===== src/rtl/router_pkg.sv =====
// Shared types and elaboration helpers for the router input controller.
package router_pkg;

    typedef enum logic [1:0] {
        PARSE = 2'd0,
        SEND  = 2'd1,
        DROP  = 2'd2
    } state_t;

    localparam int unsigned DATA_W_DEF    = 11;
    localparam int unsigned N_OUT_DEF     = 2;
    localparam int unsigned MAX_FLITS_DEF = 16;
    localparam int unsigned CNT_W_DEF     = 8;
    localparam int unsigned ONEHOT_W      = 32;

    // Ceiling log2; clog2(1) = 0.
    function automatic int unsigned clog2(input int unsigned v);
        int unsigned r;
        r = 0;
        while ((r < 31) && ((32'd1 << r) < v)) begin
            r = r + 1;
        end
        return r;
    endfunction

    // One-hot decode of a port index; callers truncate to their port count.
    function automatic logic [ONEHOT_W-1:0] onehot(input int unsigned idx);
        return ONEHOT_W'(1) << idx;
    endfunction

endpackage


===== src/rtl/router_route_decode.sv =====
// Header decode: signed hop field to output port, rewritten header, illegal flag.
module router_route_decode
    import router_pkg::*;
#(
    parameter int unsigned DATA_W = DATA_W_DEF,
    parameter int unsigned N_OUT  = N_OUT_DEF
) (
    input  logic [DATA_W-1:0]        hdr,
    output logic [clog2(N_OUT)-1:0]  port,
    output logic [DATA_W-1:0]        hdr_out,
    output logic                     illegal
);

    localparam int unsigned HOP_W  = DATA_W - 1;
    localparam int unsigned PORT_W = clog2(N_OUT);
    localparam int unsigned CW     = clog2(N_OUT - 1);

    logic [HOP_W-1:0]  hop;
    logic [HOP_W-1:0]  mag;
    logic [HOP_W-1:0]  fwd;
    logic [PORT_W-1:0] mag_port;
    logic              hop_pos;

    assign hop     = hdr[HOP_W-1:0];
    assign mag     = HOP_W'(0) - hop;
    assign hop_pos = !hop[HOP_W-1] && (hop != '0);
    // Most-negative hop has no positive magnitude, so it is reserved as illegal.
    assign illegal = hop[HOP_W-1] && (hop[HOP_W-2:0] == '0);

    // Low magnitude bits pick the down port; with a single down port it is always 0.
    generate
        if (CW == 0) begin : g_single_down
            assign mag_port = '0;
        end else begin : g_multi_down
            assign mag_port = PORT_W'(mag[CW-1:0]);
        end
    endgenerate

    // Positive hops climb through the up port; others descend by magnitude.
    always_comb begin
        port = mag_port;
        fwd  = mag >> CW;
        if (hop_pos) begin
            port = PORT_W'(N_OUT - 1);
            fwd  = hop - HOP_W'(1);
        end
    end

    assign hdr_out = {hdr[DATA_W-1], fwd};

endmodule


===== src/rtl/router_input_ctrl.sv =====
// Per-input wormhole controller: parses headers, locks an output port until
// the tail, and drives flits through a one-entry registered output stage.
module router_input_ctrl
    import router_pkg::*;
#(
    parameter int unsigned DATA_W    = DATA_W_DEF,
    parameter int unsigned N_OUT     = N_OUT_DEF,
    parameter int unsigned MAX_FLITS = MAX_FLITS_DEF,
    parameter int unsigned CNT_W     = CNT_W_DEF
) (
    input  logic              clk,
    input  logic              reset,
    input  logic              in_empty,
    input  logic [DATA_W-1:0] in_data,
    output logic              in_read,
    output logic [N_OUT-1:0]  out_req,
    input  logic [N_OUT-1:0]  out_ready,
    output logic [DATA_W-1:0] out_data,
    output logic              busy,
    output logic              err_hop,
    output logic              err_long,
    output logic [CNT_W-1:0]  drop_cnt
);

    localparam int unsigned HOP_W  = DATA_W - 1;
    localparam int unsigned PORT_W = clog2(N_OUT);
    localparam int unsigned FCNT_W = clog2(MAX_FLITS) + 1;

    state_t              state;
    logic [PORT_W-1:0]   lock_port;
    logic [FCNT_W-1:0]   flit_cnt;

    logic                out_vld;
    logic                drain;
    logic                can_load;
    logic                in_tail;
    logic [N_OUT-1:0]    port_req;
    logic [N_OUT-1:0]    dec_req;
    logic [CNT_W-1:0]    drop_inc;

    logic [PORT_W-1:0]   dec_port;
    logic [DATA_W-1:0]   dec_hdr;
    logic                dec_illegal;

    router_route_decode #(
        .DATA_W (DATA_W),
        .N_OUT  (N_OUT)
    ) u_decode (
        .hdr     (in_data),
        .port    (dec_port),
        .hdr_out (dec_hdr),
        .illegal (dec_illegal)
    );

    // Register is valid exactly when a request is raised; drain frees it this cycle.
    assign out_vld  = |out_req;
    assign drain    = |(out_req & out_ready);
    assign can_load = !out_vld || drain;
    assign in_tail  = in_data[DATA_W-1];
    assign busy     = (state != PARSE) || out_vld;
    assign port_req = N_OUT'(onehot(32'(lock_port)));
    assign dec_req  = N_OUT'(onehot(32'(dec_port)));
    assign drop_inc = (drop_cnt == '1) ? drop_cnt : drop_cnt + CNT_W'(1);

    // Pop when the flit has somewhere to go; discarded flits never wait on the output.
    always_comb begin
        in_read = 1'b0;
        if (state == DROP) begin
            in_read = !in_empty;
        end else begin
            in_read = !in_empty && can_load;
        end
    end

    // Packet FSM together with the output register, error flags and drop counter.
    always_ff @(posedge clk or posedge reset) begin
        if (reset) begin
            state     <= PARSE;
            out_req   <= '0;
            out_data  <= '0;
            lock_port <= '0;
            flit_cnt  <= '0;
            err_hop   <= 1'b0;
            err_long  <= 1'b0;
            drop_cnt  <= '0;
        end else begin
            if (drain) begin
                out_req <= '0;
            end
            case (state)
                PARSE: begin
                    if (in_read) begin
                        if (dec_illegal) begin
                            err_hop  <= 1'b1;
                            drop_cnt <= drop_inc;
                            if (!in_tail) begin
                                state <= DROP;
                            end
                        end else begin
                            out_data  <= dec_hdr;
                            out_req   <= dec_req;
                            lock_port <= dec_port;
                            flit_cnt  <= FCNT_W'(1);
                            if (!in_tail) begin
                                state <= SEND;
                            end
                        end
                    end
                end
                SEND: begin
                    if (in_read) begin
                        out_req  <= port_req;
                        out_data <= in_data;
                        flit_cnt <= flit_cnt + FCNT_W'(1);
                        if (in_tail) begin
                            state <= PARSE;
                        end else if (flit_cnt == FCNT_W'(MAX_FLITS - 1)) begin
                            // Close the worm downstream and discard the rest of the packet.
                            out_data <= {1'b1, in_data[HOP_W-1:0]};
                            err_long <= 1'b1;
                            drop_cnt <= drop_inc;
                            state    <= DROP;
                        end
                    end
                end
                DROP: begin
                    if (in_read && in_tail) begin
                        state <= PARSE;
                    end
                end
                default: begin
                    state <= PARSE;
                end
            endcase
        end
    end

endmodule


===== config.mk =====
export PLATFORM = sky130hd
export DESIGN_NAME = router_input_ctrl
export DESIGN_NICKNAME = d
export VERILOG_FILES = /design/src/rtl/router_pkg.sv /design/src/rtl/router_route_decode.sv /design/src/rtl/router_input_ctrl.sv
export SDC_FILE = /design/constraint.sdc
export NUM_CORES = 1
export LEC_CHECK = 0
export CORE_UTILIZATION = 30
export DETAILED_ROUTE_END_ITERATION = 10
export SYNTH_ARGS = -nofsm -noshare
export SYNTH_HDL_FRONTEND = slang
export SYNTH_HIERARCHICAL = 1
export SYNTH_SLANG_ARGS = --single-unit

===== constraint.sdc =====
create_clock -name clk -period 3.8 [get_ports clk]
set_input_delay 0.57 -clock clk [delete_from_list [all_inputs] [get_ports clk]]
set_output_delay 0.57 -clock clk [all_outputs]
set_load 0.02 [all_outputs]

* Word-level counts from Yosys, hierarchy flattened
Index checks and enable logic that the tools add are counted.
Storage, ports and cells: register bits 31, input port bits 16, word-level logic and storage cells 86
Cells by class: add/subtract/negate cells 4, equal/unequal tests 13, shifts and indexed selects 2, multiplexer cells 34, bitwise operators 3, reduce and logical (&&, ||, !) cells 22
Operator list (count):
- two-way mux 11 bit | 5
- two-way mux 8 bit | 6
- two-way mux 2 bit | 12
- case mux 11 bit (2 select lines) | 1
- case mux 8 bit (2 select lines) | 1
- two-way mux 5 bit | 3
- != test 2 bit (second input constant) | 7
- two-way mux 10 bit | 1
- case mux 5 bit (2 select lines) | 1
- nonzero test 10 bit | 1
- subtractor 1 x 10 -> 10 bit (first input constant) | 1
- subtractor 10 x 1 -> 10 bit (second input constant) | 1
- zero test 9 bit | 1
- adder 8 x 1 -> 8 bit (second input constant) | 1
- equality test 8 bit (second input constant) | 1
- AND reduction 4 bit | 2
- case mux 2 bit (3 select lines) | 1
- AND reduction 3 bit | 2
- AND reduction 6 bit | 1
- adder 5 x 1 -> 5 bit (second input constant) | 1
- equality test 5 x 4 -> 1 bit (second input constant) | 1
- AND reduction 5 bit | 1
- logical AND 1 bit | 4
- case mux 2 bit (2 select lines) | 1
- other kinds (13) | 21

* Depth between registers and ports, before layout
Gate-level depths: netlist (run 1).
word-level depth 8, depth in mapped cells 12, gate-level depth less buffers 10

* Modules after synthesis
Netlist (run 1), hierarchy kept.
By module, submodules not included:
- router_input_ctrl | instances 1, cells an instance 167, area an instance 1636.6 µm²
- router_route_decode | instances 1, cells an instance 74, area an instance 519.2 µm²

* Least setup slack after synthesis (run 1)
No wires, ideal clock.
path kind input -> register, start input port in_data[0], end register flit_cnt[2], data arrival time 2578 ps, required time 3678 ps, slack 1100 ps, cell stages on the path 12, path buffers 2, cell sequence inv_1 > ha_1 > or3b_4 > buf_6 > nor2_1 > ha_1 > and2_1 > nor2b_1 > a2111oi_2 > buf_4 > o21ai_1 > a32o_1
On the way: cells in the longest elaborated chain, start to end 4
RTL lines:
- from (decl) | line router_input_ctrl.sv:14 | input logic [DATA_W-1:0] in_data,
- zero test 9 bit | line router_route_decode.sv:28 | assign illegal = hop[HOP_W-1] && (hop[HOP_W-2:0] == '0);
- logical AND 1 bit | line router_route_decode.sv:28
- net dec_illegal | line router_input_ctrl.sv:43 | logic dec_illegal;
- != test 2 bit (no source line)
- AND reduction 4 bit (no source line)
- to (signal assigned) | line router_input_ctrl.sv:114 | flit_cnt <= flit_cnt + FCNT_W'(1);
- to (decl) | line router_input_ctrl.sv:31 | logic [FCNT_W-1:0] flit_cnt;
The timed path passes the listed nets, and every way through them passes these cells. A chain may end at the register's enable or synchronous reset.

* Worst setup path after layout (run 1)
start input port in_data[0], end register out_data[1]
On the way: elaborated cells between the ends (all ways) 12, those cells by class add/sub: 2; eq/ne: 1; mux: 4; reduce/logical: 5
RTL lines:
- zero test 9 bit | line router_route_decode.sv:28
- logical AND 1 bit | line router_route_decode.sv:28
- net dec_illegal | line router_input_ctrl.sv:43
- != test 2 bit (no source line)
- AND reduction 4 bit (no source line)
- to (signal assigned) | line router_input_ctrl.sv:100 | out_data <= dec_hdr;
- to (signal assigned) | line router_input_ctrl.sv:113 | out_data <= in_data;
- to (signal assigned) | line router_input_ctrl.sv:119 | out_data <= {1'b1, in_data[HOP_W-1:0]};
- to (decl) | line router_input_ctrl.sv:18 | output logic [DATA_W-1:0] out_data,
The timed path passes the listed nets, and every way through them passes these cells. The select of a mux whose other input is x is not followed.

==> impl_metrics.py, run 1 <==
metrics = {
    "yosys": {
        "syn_nets": 263,
        "yosysSeqAreaShare_pct": 35.98,
        "synth_area_leaders": "dfrtp_1, xor2_1, nand2_1",
        "synth_top_family_by_area": "simple AND/OR/NAND/NOR gates",
        "yosys.area_share.simple_pct": 27.86,
        "synth_area_um2": 2156,
        "synth_xor_area_share_pct": 6.094,
        "ys_ff_latch": 31,
        "ys_types": 56,
        "avgSynthCellArea_um2": 8.945,
        "yosys_warnings": 6,
        "synthCells": 241,
        "synthArstFlopShare_pct": 100.0,
        "muxShareOfSynthArea_pct": 2.438,
        "synth_top_area_share_pct": 35.98,
        "synth_fa_ha_area_share_pct": 3.482,
        "synth_compound_area_share_pct": 16.48,
        "synth_ff_type": "dfrtp_1",
        "yosysTopAreaCell": "dfrtp_1",
        "synth_edf_count": 0,
    },
    "sta": {
        "finalHoldViolations": 0,
        "report.final.slew_viol_count": 0,
        "clock_skew_ps": 10.33,
        "relSlewSlack_pct": 54.56,
        "rsz0062_at_grt": "false",
        "fmax_ghz": 0.3076,
        "whs_ps": 475.1,
        "tns_ps": 0,
        "post-route-period-util_pct": 85.54,
        "period_minus_slack_ps": 3251,
        "finalSetupViolations": 0,
        "worst_pin_slew_ps": 679.1,
    },
    "global_routing": {
        "grt_usage_pct": 14.29,
        "grt_max_degree": 32,
        "grt-ovfl-total": 0,
        "grt_pass1_vias": 1757,
        "grt_pass1_wl_um": 8542,
        "antenna_found_initial": 0,
    },
    "drt": {
        "viasPerCell": 5.053,
        "dr.pass1.iters": 4,
        "drtIter0Drc": 111,
        "drc_errors": 0,
        "wl_per_cell_um": 13.07,
        "routed_wl_um": 4939,
        "ant_nets": 0,
        "vias": 1910,
    },
    "pwr": {
        "p_int_uw": 961.0,
        "netSwitchingFraction_pct": 39.36,
        "power_density_nw_per_um2": 576.5,
        "leakagePower_uw": 0.001156,
        "clockPowerShare_pct": 20.5,
        "max-vdd-ir-drop_mv": 0.1901,
        "p_switching_uw": 623.9,
        "pwr-share-comb_pct": 47.2,
        "p_seq_share_pct": 32.2,
    },
    "finish": {
        "final_cell_mix": "clkdlybuf4s50_1, dfrtp_1, nand2_1",
        "final_layout_size_suffix_gt1_share_pct": 12.06,
        "layout.cells.most_common": "clkdlybuf4s50_1",
        "syn2layout_area_growth_pct": 27.51,
        "num-nets-final": 303,
        "diodes": 0,
        "fin_util_pct": 40.02,
        "fin_cells": 378,
    },
    "setup_path": {
        "reg2reg_depth": 7,
        "crit_fanout": 13,
        "required_ps": 3990,
        "cp.arrival_ps": 3440,
        "end_kind": "flip-flop",
        "worst_setup_path_start_kind": "primary input",
        "path_class": "primary input to flip-flop",
    },
    "floorplan": {
        "start_util_pct": 31.38,
        "rows": 30,
        "fp.dieH_um": 86.77,
        "fp.dieW_um": 86.77,
        "ioPinCount": 41,
        "core_area_um2": 6869,
        "die_area_um2": 7529,
    },
    "min_path": {
        "hp-class": "flip-flop to flip-flop",
        "holdPathStages": 1,
    },
    "cts": {
        "clockRootBuffer": "clkbuf_8",
        "cts_tree": "yes",
        "clock_latency_ps": 280,
        "clkTransAtPathRegs_ps": 70,
        "ctsHoldBuffers": 0,
        "cts.sinks": 31,
        "cts_resized": 0,
        "cts_max_path_buffers": 2,
        "numCtsBuffers": 5,
        "cts.htree.levels": 2,
        "cts_setup_buffers": 0,
    },
    "job": {
        "maxCapViolations": 0,
    },
    "placement": {
        "gp_congestion": 0.7918,
        "dp_hpwl_um": 3571,
        "io_buffers": 40,
        "place_inst": 370,
    },
    "status": {
        "status": "complete, no violations",
    },
}
## registers in the layout (all words and copies together), names as in the netlist
signal     flops
drop_cnt       8
err_hop        1
err_long       1
flit_cnt       5
lock_port      1
out_data      11
out_req        2
state          2
## metal layers
metal | vias to the layer above | GRT usage (%) | wire length, µm
met2 | 55 | 21.28 | 2213
met3 | 2 | 3.333 | 244
met1 | 910 | 20.87 | 2457
met4 | 0 | 3.182 | 24
li1 | 943 | - | -
met5 | - | 0 | 0
## layout make-up
class / count / area (µm²)
clock buffer: 5 / 68.82
timing repair buffer: 48 / 460.4
inverter: 14 / 52.55
sequential: 31 / 775.7
multi-input combinational: 181 / 1227
fill: 712 / 4120
clock inverter: 3 / 43.79
tap: 96 / 120.1
## critical path, stage by stage
cell	delay, ps
clkdlybuf4s50_1	540
inv_1	110
ha_1	260
or3b_4	310
nor2_1	60
ha_1	170
and2_1	260
nor2b_1	200
a2111oi_4	490
buf_4	260
nor2_1	50
a31oi_1	150
## power by group through the flow
stage	Combinational (µW)	Sequential, µW	Clock, µW
after CTS	759	514	336
final	749	511	325
after detailed placement	757	520	0
after global placement	750	520	0
after floorplan	399	594	0
after global routing	832	525	351
## through the flow
| stage | instance area (µm²) | total power (µW) | worst slack [ps] |
|---|---|---|---|
| floorplan | 2156 | 993.4 | 1100 |
| global placement | 2636 | 1270 | 416.5 |
| detailed placement | 2636 | 1276 | 273.1 |
| CTS | 2749 | 1608 | 561.4 |
| global route | 2749 | 1708 | 344.9 |
| finish | 2749 | 1585 | 549.4 |
## synthesized netlist by cell type, types with 2 or more instances
cell and instances:
dfrtp_1 31, nand2_1 27, nor2_1 24, inv_1 13
xor2_1 13, a31oi_1 12, nand3_1 8, a21oi_1 6
ha_1 6, nor2b_1 6, nor3_1 6, nor4_2 6
buf_6 5, nand2b_1 5, o21ai_1 5, buf_4 4
nor4_1 4, buf_2 3, clkbuf_1 3, mux2i_1 3
o21ai_0 3, a21o_1 2, a221o_1 2, a22oi_1 2
a32o_1 2, and2_1 2, and3_1 2, mux2_1 2
nand4_1 2, nand4b_1 2, o22ai_1 2, o31ai_1 2
or4_1 2, xnor2_1 2
## final timing paths
check / to / from / slack (ps)
worst max-delay path: out_data[1] / in_data[0] / 550
worst min-delay path: err_long / err_long / 480
worst max register to register: drop_cnt[1] / flit_cnt[0] / 1730
worst min register to register: err_long / err_long / 480
max in group asynchronous: out_data[8] / reset / 2840
min in group asynchronous: drop_cnt[2] / reset / 670
## kinds of logic (layout without fill, tap and decap cells)
logic type,Yosys count,after routing
AND/OR/NAND/NOR,107,107
AO/OA/AOI/OAI,48,48
flip-flops,31,31
buffers and inverters,29,70
XOR/XNOR,15,15
adder cells (fa/ha/maj),6,6
multiplexers,5,5
Power figures use the tool's default switching activity.
==> inputs of run 2 (changes only) <==
--- a/config.mk
+++ b/config.mk
@@ -7,6 +7,7 @@
 export LEC_CHECK = 0
 export CORE_UTILIZATION = 30
 export DETAILED_ROUTE_END_ITERATION = 10
+export SETUP_SLACK_MARGIN = 0.1
 export SYNTH_ARGS = -nofsm -noshare
 export SYNTH_HDL_FRONTEND = slang
 export SYNTH_HIERARCHICAL = 1
==> results of run 2 <==
No change in the layout: final DEF, timing and power equal those of run 1.
==> inputs of run 3 (changes only) <==
--- a/config.mk
+++ b/config.mk
@@ -5,6 +5,7 @@
 export SDC_FILE = /design/constraint.sdc
 export NUM_CORES = 1
 export LEC_CHECK = 0
+export CAP_MARGIN = 10
 export CORE_UTILIZATION = 30
 export DETAILED_ROUTE_END_ITERATION = 10
 export SETUP_SLACK_MARGIN = 0.1
==> results of run 3 <==
No change in the layout: final DEF, timing and power equal those of run 1.
